## src/rtl/uart_io_ctrl.sv

```systemverilog
// UART bus-side controller: register decode, FIFO push/pop sequencing,
// baud tick generation and the TX FIFO-to-transmitter scheduler.
module uart_io_ctrl #(
    parameter int unsigned           ADDR_WIDTH  = 32,
    parameter int unsigned           DATA_WIDTH  = 32,
    parameter int unsigned           IO_SELECT   = 4,
    parameter logic [IO_SELECT-1:0]  UART_SELECT = 4'b0001,
    parameter int unsigned           DIV_WIDTH   = 16,
    parameter int unsigned           DEFAULT_DIV = 434
) (
    input  logic                  clk,
    input  logic                  reset,
    input  logic [ADDR_WIDTH-1:0] addr,
    input  logic [DATA_WIDTH-1:0] wdata,
    output logic [DATA_WIDTH-1:0] rdata,
    input  logic                  we,
    input  logic                  req_valid,
    output logic                  data_valid,
    output logic                  tx_push,
    output logic [7:0]            tx_wdata,
    input  logic                  tx_full,
    input  logic                  tx_empty,
    output logic                  tx_pop,
    output logic                  tx_start,
    input  logic                  tx_done,
    input  logic                  rx_valid,
    input  logic [7:0]            rx_byte,
    output logic                  rx_push,
    output logic                  rx_pop,
    input  logic [7:0]            rx_rdata,
    input  logic                  rx_full,
    input  logic                  rx_empty,
    output logic                  baud_tick
);

    localparam logic [DIV_WIDTH-1:0] DEF_DIV = DIV_WIDTH'(DEFAULT_DIV);

    typedef enum logic       {B_IDLE, B_RESP} bus_state_e;
    typedef enum logic [1:0] {T_IDLE, T_POP, T_LOAD, T_WAIT} tx_state_e;

    bus_state_e            bus_q, bus_d;
    tx_state_e             tx_q, tx_d;
    logic                  data_valid_q, data_valid_d;
    logic [DATA_WIDTH-1:0] rdata_q, rdata_d, rd_val;
    logic                  tx_en_q, tx_en_d, rx_en_q, rx_en_d;
    logic                  overrun_q, overrun_d;
    logic [DIV_WIDTH-1:0]  div_q, div_d, cnt_q, cnt_d;
    logic [DIV_WIDTH-1:0]  new_div, reload_cur, reload_new;

    logic       sel, accept, ctrl_wr, stat_clr, run;
    logic [1:0] reg_sel;
    logic       unused_ok;

    assign reg_sel = addr[3:2];
    assign sel     = req_valid && (addr[ADDR_WIDTH-1 -: IO_SELECT] == UART_SELECT);
    // A TXDATA write stalls (is simply not accepted) while the TX FIFO is full.
    assign accept  = sel && (bus_q == B_IDLE) && !(we && (reg_sel == 2'd0) && tx_full);

    assign ctrl_wr  = accept && we && (reg_sel == 2'd3);
    assign stat_clr = accept && we && (reg_sel == 2'd2) && wdata[4];

    // Pulses are gated by reset so they drop the moment reset asserts.
    assign tx_push  = !reset && accept && we && (reg_sel == 2'd0);
    assign tx_wdata = wdata[7:0];
    assign rx_pop   = !reset && accept && !we && (reg_sel == 2'd1) && !rx_empty;
    assign rx_push  = !reset && rx_valid && rx_en_q && !rx_full;
    assign tx_pop   = (tx_q == T_POP);
    assign tx_start = (tx_q == T_LOAD);

    assign run        = tx_en_q || rx_en_q;
    assign baud_tick  = run && (cnt_q == '0);
    assign new_div    = wdata[16 +: DIV_WIDTH];
    assign reload_cur = (div_q == '0)   ? '0 : div_q - DIV_WIDTH'(1);
    assign reload_new = (new_div == '0) ? '0 : new_div - DIV_WIDTH'(1);

    assign rdata      = rdata_q;
    assign data_valid = data_valid_q;
    assign unused_ok  = ^{addr[ADDR_WIDTH-IO_SELECT-1:4], addr[1:0], wdata[15:8], rx_byte};

    // Read mux
    always_comb begin
        rd_val = '0;
        case (reg_sel)
            2'd1:    rd_val = rx_empty ? '0 : DATA_WIDTH'(rx_rdata);
            2'd2:    rd_val = DATA_WIDTH'({(tx_q != T_IDLE), overrun_q, rx_full,
                                           rx_empty, tx_empty, tx_full});
            2'd3:    rd_val = DATA_WIDTH'({div_q, 14'b0, rx_en_q, tx_en_q});
            default: rd_val = '0;
        endcase
    end

    // Bus FSM and register updates
    always_comb begin
        bus_d        = bus_q;
        data_valid_d = 1'b0;
        rdata_d      = '0;
        tx_en_d      = tx_en_q;
        rx_en_d      = rx_en_q;
        div_d        = div_q;
        overrun_d    = overrun_q;
        case (bus_q)
            B_IDLE: begin
                if (accept) begin
                    bus_d        = B_RESP;
                    data_valid_d = 1'b1;
                    if (!we) rdata_d = rd_val;
                end
            end
            default: bus_d = B_IDLE;
        endcase
        if (ctrl_wr) begin
            tx_en_d = wdata[0];
            rx_en_d = wdata[1];
            div_d   = new_div;
        end
        if (stat_clr) overrun_d = 1'b0;
        if (rx_valid && rx_en_q && rx_full) overrun_d = 1'b1;
    end

    // Baud down-counter
    always_comb begin
        cnt_d = cnt_q;
        if (ctrl_wr)              cnt_d = reload_new;
        else if (!run)            cnt_d = reload_cur;
        else if (cnt_q == '0)     cnt_d = reload_cur;
        else                      cnt_d = cnt_q - DIV_WIDTH'(1);
    end

    // TX sequencer
    always_comb begin
        tx_d = tx_q;
        case (tx_q)
            T_IDLE:  if (tx_en_q && !tx_empty) tx_d = T_POP;
            T_POP:   tx_d = T_LOAD;
            T_LOAD:  tx_d = T_WAIT;
            T_WAIT:  if (tx_done) tx_d = T_IDLE;
            default: tx_d = T_IDLE;
        endcase
    end

    always_ff @(posedge clk or posedge reset) begin
        if (reset) begin
            bus_q        <= B_IDLE;
            tx_q         <= T_IDLE;
            data_valid_q <= 1'b0;
            rdata_q      <= '0;
            tx_en_q      <= 1'b0;
            rx_en_q      <= 1'b0;
            overrun_q    <= 1'b0;
            div_q        <= DEF_DIV;
            cnt_q        <= DEF_DIV - DIV_WIDTH'(1);
        end else begin
            bus_q        <= bus_d;
            tx_q         <= tx_d;
            data_valid_q <= data_valid_d;
            rdata_q      <= rdata_d;
            tx_en_q      <= tx_en_d;
            rx_en_q      <= rx_en_d;
            overrun_q    <= overrun_d;
            div_q        <= div_d;
            cnt_q        <= cnt_d;
        end
    end

endmodule

```

## config.mk

```make
export PLATFORM = sky130hd
export DESIGN_NAME = uart_io_ctrl
export DESIGN_NICKNAME = d
export VERILOG_FILES = /design/src/rtl/uart_io_ctrl.sv
export SDC_FILE = /design/constraint.sdc
export NUM_CORES = 1
export LEC_CHECK = 0
export ABC_AREA = 1
export CAP_MARGIN = 0
export CELL_PAD_IN_SITES_DETAIL_PLACEMENT = 1
export CELL_PAD_IN_SITES_GLOBAL_PLACEMENT = 1
export CORE_MARGIN = 5
export CORE_UTILIZATION = 32
export CTS_CLUSTER_DIAMETER = 150
export CTS_CLUSTER_SIZE = 40
export DETAILED_ROUTE_END_ITERATION = 7
export HOLD_SLACK_MARGIN = 0.05
export PLACE_DENSITY = 0.87
export RECOVER_POWER = 25
export SYNTH_ARGS = -nofsm -noshare
export SYNTH_HDL_FRONTEND = slang
export SYNTH_SLANG_ARGS = --single-unit
```

## constraint.sdc

```tcl
create_clock -name clk -period 2.35 [get_ports clk]
set_input_delay 0.3525 -clock clk [delete_from_list [all_inputs] [get_ports clk]]
set_output_delay 0.3525 -clock clk [all_outputs]
set_load 0.05 [all_outputs]
```

Word level (Yosys, flattened, before mapping). Cells that the tools add are included.

Add/sub/neg operators: 3. Eq/ne operators: 9. Muxes and demuxes: 17. Bitwise logic cells: 1. Reduce and logical (&&, ||, !) cells: 37.

Operators by type and width (count): $mux W32 (3); $pmux W32 S3 (1); $mux W16 (5); $logic_not A16 Y1 (3); $sub A16 B1 Y16 const B (3); $logic_and A1 B1 Y1 (22); $eq A2 B2 Y1 const B (4); $mux W8 (1); $pmux W2 S4 (1); $logic_not A1 Y1 (6); $eq A2 B1 Y1 const B (2); $eq A4 B1 Y1 const B (1); $logic_not A2 Y1 (2); $mux W1 (4); $mux W2 (2); $ne A2 B2 Y1 const B (2); $reduce_bool A2 Y1 (2); $reduce_and A2 Y1 (1); $logic_or A1 B1 Y1 (1); $not A1 Y1 (1).

Register bits: 70. Input port bits: 90. Output and inout bits: 47. Word-level logic and storage cells: 75.

Logic depth before layout (Yosys ltp).
Word-level depth: 10. Mapped depth: 11. Mapped depth without buffers: 11.

Worst setup path after synthesis. Ideal clock, no wire load.

Kind: reg2out. Start: register data_valid (netlist name). End: output port rx_pop. Arrival: 2.234 ns. Required time: 1.997 ns. Path slack: -0.237 ns. Stages on the path, launching flop included: 7. Buffers on the path: 1. Cells stage by stage: dfrtp_1 nor2_1 nand2_1 nor2_2 nand2_1 buf_2 nor3_1.

RTL lines: to (decl) (line 29) `output logic rx_pop,`.

Worst setup path in the final report.
Start: input port addr[2]. End: output port tx_push.

Cells in the longest elaborated chain, start to end: 8.

Ends and longest elaborated chain: from (decl) (line 13) `input logic [ADDR_WIDTH-1:0] addr,`; $logic_not A2 Y1 * (line 57, 63); $logic_and A1 B1 Y1 (2 in a row) (line 57) `assign accept = sel && (bus_q == B_IDLE) && !(we && (reg_sel == 2'd0) && tx_full);`; $logic_not A1 Y1 (line 57); $logic_and A1 B1 Y1 (line 57); $logic_and A1 B1 Y1 (2 in a row) (line 63) `assign tx_push = !reset && accept && we && (reg_sel == 2'd0);`; $logic_and A1 B1 Y1 * (line 63); to (decl) (line 19) `output logic tx_push,`.

Mark *: on every way between the ends. The rest lies on a longest branch, timed or not.

==> results summary <==
The run finished with clean final reports. The period utilization came out at 96.6%. The final-layout worst hold slack is 0.476 ns. The number of antenna diodes came out at 0. The number of enable-type register cells in the synthesized netlist is 0. The data arrival time of the critical path is 1.92 ns.

The last weighted congestion value of the routability-driven placer is 0.944. The worst stage delay on the critical path came out at 0.58 ns. The clock share of power came out at 33.2%.

The net count of the finished layout is 738. The clock tree from TritonCTS is yes. The count of input and output buffers is 76. The overall routed net length is 13.2 mm. Clock skew on the completed layout was measured at 0.0125 ns. The post-detailed-route DRC marker count came out at 0.

The worst setup path is captured at an output port. The kind of cell with the highest combined delay along the critical path is buffers and inverters. The proportion of register bits with asynchronous set or reset after synthesis came out at 100%. Compared with the post-synthesis result, the final layout area differs by 29.5%.

The number of global-route vias before repair is 4203. The die width came out at 122 um. The share of the Yosys chip area taken by registers is 38.8%. The maximum VDD drop came out at 0.000337 V. The floorplan step defined a core boundary enclosing 0.0125 mm^2. The synthesized netlist cell count is 565. The total negative setup slack is 0 ns. The library cell used most frequently in the layout, excluding fill and tap cells, is sky130_fd_sc_hd__nand2_1. In the synthesized netlist the dominant register cell turns out to be sky130_fd_sc_hd__dfrtp_1. After layout, the design draws a total of 4.13 mW. The register bit count reported by yosys is 62. Of the total synthesized cell area, the portion taken by full adders, half adders and majority gates is 2.79%. The logic gate share of total power came out at 31.3%. Walking the worst path, the cells encountered are clkdlybuf4s50_1, nor2_1, nand3_1, nand2_1, nor3_1, buf_12. Entering global routing, the biggest net connects 49 pins. The via count of the routed design is 3969.

The clock-pin slew on the worst setup and hold paths came out at 0.05 ns. The estimated wirelength of the detail-placed design came out at 10.7 mm. In this run the number of cells on the critical path is 6. The buffers inserted during post-CTS setup optimization is 0. In the layout the commonest cells are sky130_fd_sc_hd__nand2_1, sky130_fd_sc_hd__nor2_1, sky130_fd_sc_hd__clkdlybuf4s50_1, sky130_fd_sc_hd__inv_1, sky130_fd_sc_hd__dfrtp_1. The internal power consumption is 2.63 mW. The highest attainable clock frequency is 0.440 GHz.

The max-cap violation count is 0. The first TritonRoute pass finished after 4 iterations. The worst path required time is 2.00 ns.

The power density over the cells came out at 791 mW/mm^2. The XOR/XNOR share of the synthesized area is 4.34%. The I/O pin total is 137. The number of buffers between clock root and the deepest sink came out at 2.

The number of antenna violations at the first check in global routing is 0. The total overflow left after global routing is 0. The initial utilization of the core area, before any placement, comes to 32.4%. The slew at the pin with the worst max-slew slack is 0.677 ns.

After detailed placement, the design holds a cell count of 800. Counting instances, the worst hold path has a depth of 2. Clock tree synthesis found a total of 62 sinks.

Row generation in the floorplan step produced 41 rows. The distinct cell type count after synthesis is 39. Sequential cells account for 35.5% of the total power. The die area came out at 0.0150 mm^2. The fill cell total of the finished layout came out at 1558.

The analysis attributes to net switching a power of 1.49 mW. Summing the areas of all compound-gate instances in the mapped netlist gives 5.68% of the synthesized area. After the first detailed-routing iteration, the DRC count stood at 167.

Dividing the detail-routed wire length by the instance count gives 16.2 um. The logic depth of the worst register-to-register path came out at 9. The non-filler instance count after layout came out at 816. The critical path is of the primary input to output port type. The synthesized netlist devotes 37.3% of its cell area to simple gates. Of the total power, the share spent switching nets is 36.2%. The H-tree generated during clock tree synthesis spans 3 levels. The worst setup path is launched from a primary input.

In this run the clock root is driven by a sky130_fd_sc_hd__clkbuf_16. The static power due to leakage came out at 2.42 nW. Setup repair after global routing left no endpoint under its margin. The relative slew slack came out at 54.9%. For the worst-skew pair, the clock arrives at the later sink with an insertion delay of 0.34 ns. The first-pass GRT wire length is 21.7 mm. The number of max-slew violations in the final report came out at 0.

The warning count from the yosys run came out at 0. The total global-route track usage came out at 18.7%. By area, the combinational part of the netlist is dominated by simple AND/OR/NAND/NOR gates.

Setup violations remaining at the end of the flow were counted as 0. The per-instance average area after synthesis came out at 7.14 um^2. The number of resized instances in the post-cts repair step came out at 0. The slowest stage of the critical path is the sky130_fd_sc_hd__clkdlybuf4s50_1 cell. Dividing the detail-routed via count by the number of cells gives 4.86.

The number of hold violations in the final report is 0. The path class of the tightest hold or removal check is flop to flop. The total of hold buffers inserted after clock tree synthesis came out at 0. The number of clock buffers inserted by TritonCTS came out at 9.

The multiplexer share of the synthesized area came out at 0%. The floorplan step set the die height to 122 um. The number of nets with antenna violations after detailed routing came out at 0.

The largest fanout on the critical path is 5. Summing every instance area after synthesis gives 0.00403 mm^2. Counting both buffers and inverters, the worst setup path holds a total of 2. The share of post-route cells with drive strength above 1 is 9.94%. The worst path in the final design needs a cycle of 2.27 ns, including I/O delays and setup.
power by group through the flow:
stage	clock (mW)	sequential, mW	combinational, mW
after floorplan	0	1.42	0.979
after global placement	0	1.46	1.22
after detailed placement	0	1.48	1.29
after CTS	1.38	1.46	1.30
after global routing	1.43	1.49	1.46
final	1.37	1.47	1.29
worst register-to-register path: stages (launching register included):
cell                       delay, ns
sky130_fd_sc_hd__dfstp_2        0.55
sky130_fd_sc_hd__inv_1          0.06
sky130_fd_sc_hd__ha_1           0.24
sky130_fd_sc_hd__nand2_2        0.16
sky130_fd_sc_hd__nor2_4         0.06
sky130_fd_sc_hd__nand3b_1       0.18
sky130_fd_sc_hd__inv_1          0.08
sky130_fd_sc_hd__nor2_2         0.16
sky130_fd_sc_hd__nand2_1        0.11
sky130_fd_sc_hd__nand3_1        0.07
routing by layer:
metal / global-route usage, % / part of all wire [%]
met1: 22.9 / 43
met2: 33.2 / 52
met3: 1.98 / 2.9
met4: 8.19 / 2.9
met5: 0 / 0
through the flow:
step / cell area (um^2) / setup WS, ns / utilization (%)
final: 5220 / 0.0793 / 41.9
after global routing: 5220 / 0.0377 / 41.9
after CTS: 5240 / 0.0915 / 42.0
after detailed placement: 4930 / 0.138 / 39.5
after global placement: 4930 / 0.276 / 39.5
after floorplan: 4060 / -0.237 / -
worst paths after layout:
path	startpoint	slack, ns	to
max in group asynchronous	reset	0.57	cnt_q[9]
worst max register to register	div_q[1]	0.60	cnt_q[11]
worst max-delay path	addr[2]	0.08	tx_push
min in group asynchronous	reset	0.60	rx_en_q
worst min-delay path	overrun_q	0.48	overrun_q
worst min register to register	overrun_q	0.48	overrun_q
cell families after synthesis:
| logic type | after synthesis |
|---|---|
| adder cells (fa/ha/maj) | 9 |
| AND/OR/NAND/NOR | 339 |
| AO/OA/AOI/OAI | 39 |
| flip-flops | 62 |
| XOR/XNOR | 20 |
| buffers and inverters | 95 |
| other | 1 |
state kept, by name (all words and copies together), names as in the netlist:
register and flops:
rdata 24, overrun_q 1, rx_en_q 1, tx_q 2, div_q 16, tx_en_q 1, data_valid 1, cnt_q 16
cell usage after synthesis (2+ instances only):
library cell               instances  area share [%]
sky130_fd_sc_hd__nand2_1         159              15
sky130_fd_sc_hd__nor2_1           74             6.9
sky130_fd_sc_hd__inv_1            66             6.1
sky130_fd_sc_hd__dfrtp_1          52              32
sky130_fd_sc_hd__nand3_1          48             6.0
sky130_fd_sc_hd__nor3_1           23             2.9
sky130_fd_sc_hd__o21ai_0          19             2.4
sky130_fd_sc_hd__buf_4            16             3.0
sky130_fd_sc_hd__xor2_1           15             3.3
sky130_fd_sc_hd__dfstp_2          10             6.5
sky130_fd_sc_hd__nor2_2           10             1.6
sky130_fd_sc_hd__ha_1              9             2.8
sky130_fd_sc_hd__o21ai_1           7            0.87
sky130_fd_sc_hd__nand4_1           6            0.93
sky130_fd_sc_hd__xnor2_1           5             1.1
sky130_fd_sc_hd__a21oi_1           4            0.50
sky130_fd_sc_hd__nor2_4            4             1.1
sky130_fd_sc_hd__a22oi_1           3            0.56
sky130_fd_sc_hd__buf_2             3            0.37
sky130_fd_sc_hd__buf_6             3            0.84
sky130_fd_sc_hd__clkbuf_1          3            0.28
sky130_fd_sc_hd__nand3b_1          3            0.56
sky130_fd_sc_hd__nor3b_1           3            0.56
sky130_fd_sc_hd__a221oi_1          2            0.43
sky130_fd_sc_hd__inv_2             2            0.19
sky130_fd_sc_hd__nand2_2           2            0.31
sky130_fd_sc_hd__o211ai_2          2            0.62
layout make-up:
| type | count | area, um^2 | area share, % |
|---|---|---|---|
| repair buffers | 81 | 818 | 15.7 |
| flip-flops and latches | 62 | 1560 | 29.9 |
| inverters | 70 | 265 | 5.08 |
| multi-input cells | 415 | 2050 | 39.3 |
| well taps | 172 | 215 | 4.12 |
| clock inverters | 6 | 70.1 | 1.34 |
| clock buffers | 10 | 239 | 4.58 |
No activity file was read; power rests on OpenSTA's default activity.
